`src/rtl/pipe_skid16.sv`:
```
// ============================================================================
// pipe_skid16 : two-entry skid buffer with registered in_ready/out_valid.
// Optional macro PIPE_SKID_FLUSH_EN adds a synchronous flush input.
// Revision    : 1.0
// ============================================================================
`default_nettype none

module pipe_skid16 #(
  parameter int WIDTH = 16
) (
  input  logic             clk,
  input  logic             rst_n,
`ifdef PIPE_SKID_FLUSH_EN
  input  logic             flush,
`endif
  input  logic             in_valid,
  input  logic [WIDTH-1:0] in_data,
  output logic             in_ready,
  output logic             out_valid,
  output logic [WIDTH-1:0] out_data,
  input  logic             out_ready,
  output logic [1:0]       occupancy
);

  // State encoding doubles as the word count.
  typedef enum logic [1:0] {
    EMPTY = 2'd0,
    BUSY  = 2'd1,
    FULL  = 2'd2
  } state_t;

  state_t           state, state_d;
  logic [WIDTH-1:0] main_q, main_d;
  logic [WIDTH-1:0] skid_q, skid_d;
  logic             flush_w;
  logic             in_xfer;
  logic             out_xfer;

`ifdef PIPE_SKID_FLUSH_EN
  assign flush_w = flush;
`else
  assign flush_w = 1'b0;
`endif

  assign in_ready  = (state != FULL);
  assign out_valid = (state != EMPTY);
  assign out_data  = main_q;
  assign occupancy = state;

  assign in_xfer  = in_valid && in_ready;
  assign out_xfer = out_valid && out_ready;

  always_comb begin
    state_d = state;
    main_d  = main_q;
    skid_d  = skid_q;
    case (state)
      EMPTY: begin
        if (in_xfer) begin
          main_d  = in_data;
          state_d = BUSY;
        end
      end
      BUSY: begin
        if (in_xfer && out_xfer) begin
          main_d = in_data;
        end else if (in_xfer) begin
          skid_d  = in_data;
          state_d = FULL;
        end else if (out_xfer) begin
          state_d = EMPTY;
        end
      end
      FULL: begin
        if (out_xfer) begin
          main_d  = skid_q;
          state_d = BUSY;
        end
      end
      default: state_d = EMPTY;
    endcase
    // Flush only drops the state; stale data is unobservable once EMPTY.
    if (flush_w) begin
      state_d = EMPTY;
    end
  end

  always_ff @(posedge clk) begin
    if (!rst_n) begin
      state  <= EMPTY;
      main_q <= '0;
      skid_q <= '0;
    end else begin
      state  <= state_d;
      main_q <= main_d;
      skid_q <= skid_d;
    end
  end

endmodule

`default_nettype wire

```
`config.mk`:
```
export PLATFORM = sky130hd
export DESIGN_NAME = pipe_skid16
export DESIGN_NICKNAME = d
export VERILOG_FILES = /design/src/rtl/pipe_skid16.sv
export SDC_FILE = /design/constraint.sdc
export NUM_CORES = 1
export LEC_CHECK = 0
export BUFFER_PORTS_ARGS = -buffer_cell sky130_fd_sc_hd__buf_2
export CAP_MARGIN = 20
export CORE_MARGIN = 2
export CORE_UTILIZATION = 47
export DETAILED_ROUTE_END_ITERATION = 8
export PLACE_DENSITY = 0.85
export SLEW_MARGIN = 40
export SYNTH_ARGS = -nofsm -noshare
export SYNTH_HDL_FRONTEND = slang
export SYNTH_SLANG_ARGS = --single-unit
```
`constraint.sdc`:
```
create_clock -name clk -period 1.4 [get_ports clk]
set_clock_uncertainty 0.05 [all_clocks]
set_input_delay 0.28 -clock clk [delete_from_list [all_inputs] [get_ports clk]]
set_output_delay 0.28 -clock clk [all_outputs]
set_load 0.005 [all_outputs]
```
==> impl_metrics.yaml <==
sta:
  layout_setup_ws_ns: -0.0883
  rsz0062_at_grt: "yes"
  max_freq_mhz: 672
  hold_viol: 0
  max_slew_margin_pct: 77.3
  final.min_clock_period_ns: 1.49
  worstMarginPinSlew_ns: 0.338
  setup_viol: 24
  drv_slew: 0
  finalSetupTns_ns: -0.500
  period_share_pct: 106
yosys:
  synth_most_common_cell: "dfxtp_1"
  synthTopCellsByCount: "dfxtp_1 (34), nand2_1 (33), a211oi_1 (22)"
  syn_nets: 183
  synth_top_area_share_pct: 43.7
  synth_warnings: 0
  async_flop_share_pct: 0
  syn-cell-area_um2: 1560
  synth_edf_count: 0
  syn_avg_cell_area_um2: 9.55
  yosys_most_used_dff: "dfxtp_1"
  yosysTopAreaCell: "dfxtp_1"
  synth-seq-cells: 34
  synth_seq_area_share_pct: 43.7
  syn-instance-count: 163
  synth_cell_types: 23
  synth_area_leaders: "dfxtp_1 (44%), mux2i_1 (11%), a211oi_1 (11%)"
detailed_routing:
  vias: 1524
  detail_route.wirelength_um: 4820
  drcViolationCount: 0
  drt-pass1-iter-count: 4
  via_per_inst: 5.88
  ant_nets: 0
  drt_iter0_drc: 109
  post_drt_wl_per_cell_um: 18.6
finish:
  multi_input_area_um2: 972
  syn2layout_area_growth_pct: 43.8
  drive_gt1_share_pct: 55.8
  fill_cells: 215
  seq_area_um2: 688
  fin_cells: 259
  insertedDiodeCount: 0
  final_nets: 234
global_routing:
  grt_first_pass_wirelength_um: 6640
  grt_max_degree: 25
  grt_usage_pct: 24.9
  antenna_found_initial: 0
  grt_pass1_vias: 1455
  overflow: 0
placed_design:
  numPortBuffers: 39
  dp_cells: 244
  finalWeightedCongestion: 0.780
  dp_hpwl_um: 2640
clock_tree:
  cts_hold_buf: 0
  cts_tree: "done"
  root_buffer: "clkbuf_4"
  clock_path_buffers: 2
  cts_inserted_buffers: 5
  path_clk_slew_ns: 0.11
  cts_max_level: 2
  clock_latency_ns: 0.35
  cts_sinks: 34
die:
  rows: 20
  die_y_um: 61.5
  initial_core_util_pct: 50.2
  coreArea_um2: 3100
  die_width_um: 61.5
  die_area_um2: 3790
  io_pins: 40
worst_setup_path:
  regToRegSetupSlack_ns: -0.09
  crit_chain: "buf_12 > nor4bb_4 > buf_4 > nand2_1 > a21oi_1"
  max_stage_delay_ns: 0.39
  path_buf_inv: 2
  cp.required_ns: 1.63
  slowest_stage: "dfxtp_4"
  critPathLaunchType: "flip-flop"
  worst_path_dominant_cell_family: "simple AND/OR/NAND/NOR gates"
  r2r_start: "occupancy[1]"
  worstPathArrival_ns: 1.72
  critPathKind: "reg -> reg"
  crit_fanout: 7
  endpoint_kind: "flip-flop"
  startpoint: "occupancy[1]"
min_path:
  hold_path.class: "in -> reg"
  hp-start: "in_data[15]"
status:
  outcome: "finished, violations left"
  violations: "setup timing"
pwr:
  ir_drop_mv: 0.547
  p_leak_nw: 0.980
  total_power_w: 0.00225
  p_per_area_nw_per_um2: 1010
job:
  cap_violations: 0
-- layout by cell type, fill, tap and decap left out, drive strengths merged --
| cell | instances |
|---|---|
| buf | 58 |
| dfxtp | 34 |
| nand2 | 33 |
| a211oi | 32 |
| mux2i | 17 |
| a21oi | 17 |
| clkbuf | 6 |
| clkinv | 2 |
| nand2b | 2 |
| a21o | 2 |
| or2 | 1 |
| nor4bb | 1 |
| nand4bb | 1 |
| inv | 1 |
| nor2b | 1 |
| and3b | 1 |
| or3b | 1 |
| nor2 | 1 |
| o21a | 1 |
| o21ai | 1 |
| and2 | 1 |
| bufinv | 1 |
-- worst register-to-register path, delay by kind of cell, from the launching register on --
family          cells  cell delay (ns)
buf+inv             2             0.37
simple gates        2             0.46
flops               1             0.39
compound gates      1             0.16
-- state kept, by name, indices dropped and copies added (netlist names) --
register   cells
skid_q        16
out_data      16
occupancy      2
-- per-stage QoR --
stage / instance area [µm²] / hold WS [ns] / setup WS (ns) / util (%)
6_report: 2240 / 0.106 / -0.0883 / 72.1
3_5_place_dp: 1850 / 0.396 / -0.0397 / 59.8
2_1_floorplan: 1560 / 0.347 / 0.0120 / -
3_3_place_gp: 1850 / 0.390 / 0.0443 / 59.8
4_1_cts: 2070 / 0.0880 / -0.0318 / 66.9
5_1_grt: 2240 / 0.108 / -0.123 / 72.1
-- path summary, 6_finish.rpt --
path,endpoint,cells after the start
max reg2reg,skid_q[5],5
min,skid_q[15],3
max,skid_q[5],5
min reg2reg,skid_q[1],2
-- report_power, final --
group          total (W)  switching [W]  leakage (nW)  internal [W]
sequential       0.00107      0.0000495         0.280       0.00102
clock           0.000727       0.000357        0.0450      0.000370
combinational   0.000453       0.000229         0.655      0.000224
-- kinds of logic after synthesis --
group                  after synthesis  synth area share (%)
AOI/OAI and AO/OA                   52                  25.9
and+or+nand+nor                     43                  12.7
DFF                                 34                  43.7
muxes                               17                  10.9
buffers and inverters               17                  6.75
-- what timing repair did --
item	in CTS	in global routing
pin swaps	1	12
setup buffers	2	2
gates cloned	2	1
endpoints found under the setup margin	19	34
gates resized for setup	25	27
-- metal layers --
metal  vias up  global-route usage (%)  share of wire, %
met1       744                    30.2                41
met2        72                    41.4                50
li1        690                       -                 -
met5         -                       0                 0
met4         0                    12.8               2.9
met3        18                    5.25               6.3
-- cell type report --
type	instances	area share, %
clock buffers	5	1.68
clock inverters	3	1.79
inverters	1	0.168
multi-input cells	113	43.4
flip-flops and latches	34	30.7
well taps	44	2.46
repair buffers	59	19.7
(Power assumes the default switching activity.)
